--- config.mk ---
export PLATFORM = sky130hd
export DESIGN_NAME = packet_transfer_mux
export DESIGN_NICKNAME = d
export VERILOG_FILES = /design/src/rtl/packet_transfer_mux.sv
export SDC_FILE = /design/constraint.sdc
export NUM_CORES = 1
export LEC_CHECK = 0
export CORE_AREA = 4 4 215 217
export CTS_BUF_LIST = sky130_fd_sc_hd__clkbuf_4 sky130_fd_sc_hd__clkbuf_8 sky130_fd_sc_hd__clkbuf_16
export CTS_CLUSTER_DIAMETER = 100
export CTS_CLUSTER_SIZE = 8
export DETAILED_ROUTE_END_ITERATION = 8
export DIE_AREA = 0 0 219 221
export PLACE_DENSITY = 0.44
export SLEW_MARGIN = 15
export SYNTH_ARGS = -nofsm -noshare
export SYNTH_HDL_FRONTEND = slang
export SYNTH_SLANG_ARGS = --single-unit
--- constraint.sdc ---
create_clock -name nocclk -period 4.2 [get_ports nocclk]
set_clock_uncertainty 0.2 [all_clocks]
set_input_delay 0.63 -clock nocclk [delete_from_list [all_inputs] [get_ports nocclk]]
set_output_delay 0.63 -clock nocclk [all_outputs]
set_load 0.02 [all_outputs]
--- src/rtl/packet_transfer_mux.sv ---
// packet_transfer_mux: round-robin serializer that streams whole packets from NUM_SRC sources as flits.
// Optional stall timeout with abort and a one-cycle DRAIN state: define PACKET_TRANSFER_MUX_TIMEOUT_EN.

package types;
  localparam int FLIT_W    = 16;
  localparam int MAX_FLITS = 16;
  typedef logic [FLIT_W-1:0] flit_t;
  // tail_index counts flits in the packet; legal values are 0..MAX_FLITS-1.
  typedef logic [$clog2(MAX_FLITS)-1:0] flit_num_t;
endpackage

package packet_types;
  typedef struct packed {
    types::flit_t [types::MAX_FLITS-1:0] buffer;
    types::flit_num_t                    tail_index;
  } packet_element_t;
endpackage

module packet_transfer_mux #(
  parameter int NUM_SRC        = 2,
  parameter int TIMEOUT_CYCLES = 256
) (
  input  logic                           nocclk,
  input  logic                           rst_n,
  input  packet_types::packet_element_t  src_packet [NUM_SRC],
  input  logic [NUM_SRC-1:0]             src_packet_valid,
  output logic [NUM_SRC-1:0]             src_packet_completed,
  output logic [NUM_SRC-1:0]             src_packet_aborted,
  input  logic                           transfered_flit_ready,
  output logic                           transfered_flit_valid,
  output types::flit_t                   transfered_flit,
  output types::flit_t                   transfered_head_flit,
  output logic [$clog2(NUM_SRC)-1:0]     transfered_src_id
);

  localparam int ID_W = $clog2(NUM_SRC);

  if (NUM_SRC < 2 || NUM_SRC > 8 || TIMEOUT_CYCLES < 1 || TIMEOUT_CYCLES > 65535) begin : g_param_check
    $error("packet_transfer_mux: parameter out of range");
  end

`ifdef PACKET_TRANSFER_MUX_TIMEOUT_EN
  typedef enum logic [1:0] {IDLE, SEND, DRAIN} state_t;
  localparam int STALL_W = 16;
  logic [STALL_W-1:0] stall_cnt, stall_nxt;
  logic [NUM_SRC-1:0] abort_vec;
`else
  typedef enum logic [0:0] {IDLE, SEND} state_t;
`endif

  // Exposed FSM state for checkers and debug.
  state_t           state, state_nxt;
  types::flit_num_t cnt, cnt_nxt;
  logic [ID_W-1:0]  rr_ptr, rr_nxt;
  logic [ID_W-1:0]  grant_id, grant_nxt;

  logic             found;
  logic [ID_W-1:0]  pick;
  logic [ID_W-1:0]  cand;
  logic [ID_W-1:0]  next_id;
  logic             cur_valid;
  logic             flit_ok;
  logic             last_flit;
  types::flit_num_t cnt_inc;
  packet_types::packet_element_t cur;

  // Round-robin search starting at rr_ptr, wrapping from NUM_SRC-1 to 0.
  always_comb begin
    found = 1'b0;
    pick  = rr_ptr;
    cand  = rr_ptr;
    for (int i = 0; i < NUM_SRC; i++) begin
      cand = ID_W'((int'(rr_ptr) + i) % NUM_SRC);
      if (!found && src_packet_valid[cand]) begin
        found = 1'b1;
        pick  = cand;
      end
    end
  end

  assign cur       = src_packet[grant_id];
  assign cur_valid = src_packet_valid[grant_id];
  assign cnt_inc   = cnt + 1'b1;
  assign last_flit = (cnt_inc == cur.tail_index);
  assign next_id   = (grant_id == ID_W'(NUM_SRC - 1)) ? '0 : grant_id + 1'b1;

  // Handshake: a flit moves in every cycle where valid and ready are both high;
  // valid is a function of source state and cnt only, never of ready.
  always_comb begin
    state_nxt             = state;
    cnt_nxt               = cnt;
    rr_nxt                = rr_ptr;
    grant_nxt             = grant_id;
    flit_ok               = 1'b0;
    transfered_flit_valid = 1'b0;
    transfered_flit       = '0;
    transfered_head_flit  = '0;
    transfered_src_id     = '0;
    src_packet_completed  = '0;
`ifdef PACKET_TRANSFER_MUX_TIMEOUT_EN
    stall_nxt             = stall_cnt;
    abort_vec             = '0;
`endif
    case (state)
      IDLE: begin
        if (found) begin
          state_nxt = SEND;
          cnt_nxt   = '0;
          grant_nxt = pick;
        end
      end
      SEND: begin
        flit_ok               = cur_valid && (cnt < cur.tail_index);
        transfered_flit_valid = flit_ok;
        transfered_flit       = cur.buffer[cnt];
        transfered_head_flit  = cur.buffer[0];
        transfered_src_id     = grant_id;
        if (cur_valid && (cur.tail_index == '0)) begin
          // Empty packet: retire it without emitting any flit.
          src_packet_completed[grant_id] = 1'b1;
          state_nxt = IDLE;
          cnt_nxt   = '0;
          rr_nxt    = next_id;
`ifdef PACKET_TRANSFER_MUX_TIMEOUT_EN
          stall_nxt = '0;
`endif
        end else if (flit_ok && transfered_flit_ready) begin
`ifdef PACKET_TRANSFER_MUX_TIMEOUT_EN
          stall_nxt = '0;
`endif
          if (last_flit) begin
            src_packet_completed[grant_id] = 1'b1;
            state_nxt = IDLE;
            cnt_nxt   = '0;
            rr_nxt    = next_id;
          end else begin
            cnt_nxt = cnt_inc;
          end
        end
`ifdef PACKET_TRANSFER_MUX_TIMEOUT_EN
        else if (flit_ok) begin
          // This is a stalled cycle; the one that reaches the limit aborts the packet.
          if (stall_cnt == STALL_W'(TIMEOUT_CYCLES - 1)) begin
            abort_vec[grant_id] = 1'b1;
            state_nxt = DRAIN;
            cnt_nxt   = '0;
            rr_nxt    = next_id;
            stall_nxt = '0;
          end else begin
            stall_nxt = stall_cnt + 1'b1;
          end
        end
`endif
      end
`ifdef PACKET_TRANSFER_MUX_TIMEOUT_EN
      DRAIN: begin
        state_nxt = IDLE;
      end
`endif
      default: begin
        state_nxt = IDLE;
      end
    endcase
  end

`ifdef PACKET_TRANSFER_MUX_TIMEOUT_EN
  assign src_packet_aborted = abort_vec;
`else
  assign src_packet_aborted = '0;
`endif

  always_ff @(posedge nocclk or negedge rst_n) begin
    if (!rst_n) begin
      state    <= IDLE;
      cnt      <= '0;
      rr_ptr   <= '0;
      grant_id <= '0;
`ifdef PACKET_TRANSFER_MUX_TIMEOUT_EN
      stall_cnt <= '0;
`endif
    end else begin
      state    <= state_nxt;
      cnt      <= cnt_nxt;
      rr_ptr   <= rr_nxt;
      grant_id <= grant_nxt;
`ifdef PACKET_TRANSFER_MUX_TIMEOUT_EN
      stall_cnt <= stall_nxt;
`endif
    end
  end

endmodule
# Yosys cells after proc, flatten, opt, wreduce, memory -nomap -nowiden
# Index checks and enable logic that the tools add are counted.
# totals
ramBits	0
in_bits	525
latchBits	0
out_inout_bits	38
regBits	7
n_memories	0
rom_bits	0
# op_classes
n_div	0
n_lt_le_gt_ge	7
reduce_logical	12
n_eq_ne	3
shifts	0
add_sub_neg	3
bitwise_logic	2
n_mul	0
muxes	38
# ops
op	n
$mux W260	3
$bmux W16 S4	1
$mux W16	3
$mux W1	20
$mux W4	4
$mux W2	4
$pmux W4 S2	1
$lt A1 B2 Y1 const B	3
$logic_and A1 B1 Y1	5
$lt A4 B5 Y1 const B	1
$add A4 B1 Y4 const B	1
$eq A4 B4 Y1	1
$logic_not A4 Y1	1
$lt A4 B4 Y1	1
$reduce_and A2 Y1	2
$reduce_bool A2 Y1	2
$ne A3 B1 Y1 const B	1
$reduce_and A3 Y1	1
$add A1 B1 Y1 const B	2
$ge A2 B2 Y1 const B	1
$ne A2 B2 Y1 const B	1
$not A1 Y2	1
$pmux W1 S2	1
$demux W1 S1	1
3 further kinds	3

# Depth between registers and ports, before layout
# depth
ltp_word	10
mapped_depth	10
ltp_nobuf	8

# Worst setup path before layout
# No wires, ideal clock.
# synth_timing
kind	reg2out
start	reg cnt[0]
end	out src_packet_completed[0]
n_path_buf	4
stages_incl_launch_ff	10
arrival_time_ns	2.758
slack_ns	0.612
path_cell_list	dfrtp_1 > clkbuf_1 > clkbuf_1 > clkinv_1 > clkbuf_1 > ha_1 > or4_1 > buf_2 > o22ai_2 > nor2b_1
# synth_via
elab_chain_cells	6
# synth_rtl
element	line	text
from (decl)	53	types::flit_num_t cnt, cnt_nxt;
from (signal assigned)	183	cnt <= cnt_nxt;
$add A4 B1 Y4 or $lt A4 B4 Y1 (tied branches)	83, 113	
$eq A4 B4 Y1 or $logic_and A1 B1 Y1 (tied branches)	84, 113	
$mux W2 or $logic_and A1 B1 Y1 (tied branches)	131, 127	
$mux W2 *	127	end else if (flit_ok && transfered_flit_ready) begin
$mux W2 *	118	if (cur_valid && (cur.tail_index == '0)) begin
$mux W2 *	104	case (state)
to (decl)	27	output logic [NUM_SRC-1:0] src_packet_completed,
# Mark *: on every way between the ends. The rest lies on a longest branch, timed or not.

# Worst setup path after layout
# layout_timing
start	reg grant_id
end	out transfered_flit[4]
# layout_via
elab_chain_cells	7
# layout_rtl
element	line	text
from (decl)	55	logic [ID_W-1:0] grant_id, grant_nxt;
from (signal assigned)	185	grant_id <= grant_nxt;
$not A1 Y2 (not written as such)	81	assign cur = src_packet[grant_id];
$mux W260 (not written as such) (3 in series)	81	
$bmux W16 S4	115	transfered_flit = cur.buffer[cnt];
$mux W16 (not written as such)	115	
$mux W16	104	
to (decl)	31	output types::flit_t transfered_flit,
# No other way between the ends. The select of a mux whose other input is x is not followed.

==> flow_summary_export.csv <==
group,metric,value,unit
critical_path,worst_setup_path_end_kind,"output pin",
timing,slew_headroom,42.5,%
critical_path,critPathLaunchType,"flip-flop",
synthesis,synth_flop_cell,"dfrtp_1",
final_layout,multiInputGateArea,4200,um2
timing,rsz0062_at_grt,"no",
power_and_ir_drop,power.density,506,nW/um2
synthesis,synth_edf_count,0,
synthesis,netlist_instances,402,
placement,hpwl,35400,um
route,drc,0,
floorplanning,die_y,221,um
floorplanning,rows,77,
synthesis,synth_seq_area_share,3.79,%
final_layout,regArea,183,um2
power_and_ir_drop,p_leak,3.91,nW
clocking,cts_buffer_depth,2,
clocking,path_clk_slew,40,ps
clocking,cts_max_level,1,
route,drtAntennaViolNets,0,
route,wl_per_cell,25.7,um
power_and_ir_drop,netSwitchingFraction,47.3,%
critical_path,required,3370,ps
timing,hold_violations,0,
synthesis,synth_compound_area_share,16.8,%
job,maxCapViolations,0,
synthesis,synth_warnings,0,
critical_path,worstPathMaxFanout,18,
synthesis,synthMuxAreaShare,63.2,%
synthesis,synthAdderAreaFrac,1.35,%
clocking,cts_buffers,3,
synthesis,synth-async-reset-ratio,100,%
final_layout,fill_cells,4763,
timing,min_period_over_period,96.1,%
floorplanning,fp.coreArea,44100,um2
power_and_ir_drop,power_frac_comb,93.6,%
timing,worstMarginPinSlew,860,ps
placement,dp.cells,1536,
synthesis,yosys.area_share.simple,7.78,%
clocking,clock-root-buffer,"clkbuf_16",
critical_path,critPathKind,"flip-flop to output pin",
final_layout,finalNetCount,1479,
clocking,clock_sinks,7,
final_layout,area_growth,144,%
synthesis,synth-seq-cells,7,
timing,setup_viol,0,
synthesis,synthXorXnorAreaFrac,1.06,%
global_routing,grt_usage,15.3,%
floorplanning,start_util,10.5,%
power_and_ir_drop,p_switching,2.70,mW
timing,maxSlewViolCount,0,
global_routing,grt_pass1_wl,53600,um
critical_path,arrival,3210,ps
synthesis,synth_area,4620,um2
synthesis,synth_top_family_by_area,"multiplexers",
synthesis,synth.avg_cell_area,11.5,um2
floorplanning,ios,563,
hold_path,hold_path.class,"flip-flop to flip-flop",
final_layout,drive_gt1_share,17.5,%
power_and_ir_drop,seqPwrFrac,3.5,%
placement,port_buffers,560,
power_and_ir_drop,power.total,5.70,mW
route,drtIter0Drc,274,
power_and_ir_drop,internal_power,3.00,mW
clocking,clk_latency,230,ps
global_routing,antenna_found_initial,12,
floorplanning,fp.dieArea,48400,um2
global_routing,grt-ovfl-total,0,
route,routed_wl,39700,um
timing,period_needed,4040,ps
route,first_pass_iters,6,
power_and_ir_drop,ir_worst_vdd,0.255,mV
timing,max_freq,248,MHz
global_routing,grt_max_degree,41,
final_layout,fin_cells,1542,
clocking,tritoncts,"done",
floorplanning,die_x,219,um
placement,gp_congestion,0.798,
route,vias,6406,
power_and_ir_drop,clkPwrFrac,3.0,%
global_routing,grt_pass1_vias,7121,
timing,tns,0,ps
status,status,"finished, final reports clean",
synthesis,yosysUniqueCellTypes,44,
route,viasPerCell,4.15,
state kept, by name, indices dropped and copies added, names as in the netlist:
name,flops
grant_id,1
state,1
rr_ptr,1
cnt,4
synth_stat cells, types with 2 or more instances:
master    number  area (um2)
a221oi_1      32         280
and3_1         2        12.5
buf_4          2        15.0
nand3_1        3        15.0
buf_2         17        85.1
inv_1          4        15.0
a32o_1        16         160
o22ai_1       16         100
nor2b_1        4        25.0
nand2b_1       2        12.5
buf_1          2        7.51
a21oi_1        3        15.0
a22o_1        16         140
ha_1           5        62.6
and2_1         4        25.0
clkbuf_1      36         135
mux2i_1       35         350
nand2_1       38         143
o31ai_1        2        15.0
mux4_2       112        2520
dfrtp_1        7         175
and4b_1        2        20.0
nor2_1        20        75.1
xnor2_1        2        17.5
through the flow:
stage,setup WS [ps],instance area (um2),util [%],hold slack [ps]
detailed placement,160,11200,25.4,329
finish,163,11300,25.6,329
CTS,104,11300,25.6,335
global route,15.8,11300,25.6,381
global placement,179,11200,25.4,317
floorplan,612,4620,-,134
worst paths after layout:
kind / from / to / slack (ps) / cells past startpoint
worst max-delay path: grant_id / transfered_flit[4] / 160 / 7
worst min-delay path: rr_ptr / rr_ptr / 330 / 2
worst max register to register: grant_id / cnt[3] / 1430 / 7
worst min register to register: rr_ptr / rr_ptr / 330 / 2
max in group asynchronous: rst_n / cnt[0] / 3080 / 1
min in group asynchronous: rst_n / rr_ptr / 460 / 1
repair_timing:
| action | 4_1_cts | 5_1_grt |
|---|---|---|
| endpoints found under the setup margin | 1 | 0 |
| setup buffers | 0 | 0 |
| gates resized for setup | 1 | 0 |
| hold buffers | 0 | 0 |
critical path: stages, from the launching register on:
cell,delay [ps]
dfrtp_4,520
buf_12,240
buf_12,190
mux4_2,510
a22o_1,220
a221oi_1,530
o22ai_1,140
clkdlybuf4s50_1,600
power groups by stage:
| stage | clock [mW] | combinational [mW] | sequential (mW) |
|---|---|---|---|
| floorplan | 0 | 2.99 | 0.114 |
| finish | 0.168 | 5.34 | 0.199 |
| CTS | 0.170 | 5.50 | 0.202 |
| global placement | 0 | 5.48 | 0.204 |
| global route | 0.177 | 5.72 | 0.210 |
| detailed placement | 0 | 5.46 | 0.204 |
kinds of logic after synthesis:
group / count (synthesis)
simple gates: 79
flops: 7
fa+ha+maj: 5
other cells: 1
compound gates: 93
buf+inv: 63
mux: 150
xor+xnor: 4
layout make-up:
type / instances / share of cell area [%]
inverters: 5 / 0.166
repair buffers: 599 / 53.6
flip-flops and latches: 7 / 1.62
clock buffers: 4 / 0.732
well taps: 592 / 6.57
multi-input cells: 333 / 37.3
diodes: 2 / 0.0444
cells in the final DEF, fill, tap and decap left out, drive strengths merged, types with 2 or more instances in the layout:
| cell | synthesis | layout |
|---|---|---|
| dfrtp | 7 | 7 |
| nand3 | 3 | 3 |
| and4b | 2 | 2 |
| diode | 0 | 2 |
| a21oi | 3 | 3 |
| o22ai | 17 | 17 |
| a221oi | 32 | 32 |
| and3 | 2 | 2 |
| nand2 | 38 | 38 |
| nor2b | 4 | 4 |
| a22o | 16 | 16 |
| buf | 22 | 39 |
| nand2b | 2 | 2 |
| clkbuf | 36 | 4 |
| mux2i | 37 | 37 |
| nor2 | 20 | 20 |
| ha | 5 | 5 |
| mux4 | 112 | 112 |
| conb | 1 | 2 |
| and2 | 4 | 4 |
| clkdlybuf4s50 | 0 | 560 |
| a32o | 16 | 16 |
| xnor2 | 2 | 2 |
| inv | 4 | 4 |
| o31ai | 2 | 2 |
layer usage:
layer / up-vias / routed length (um) / track usage, %
met3: 36 / 3740 / 4.68
met4: 16 / 462 / 1.59
met5: - / 98 / 0
met1: 3124 / 15400 / 18.0
li1: 2876 / - / -
met2: 354 / 20000 / 28.1
(Power assumes the default switching activity.)
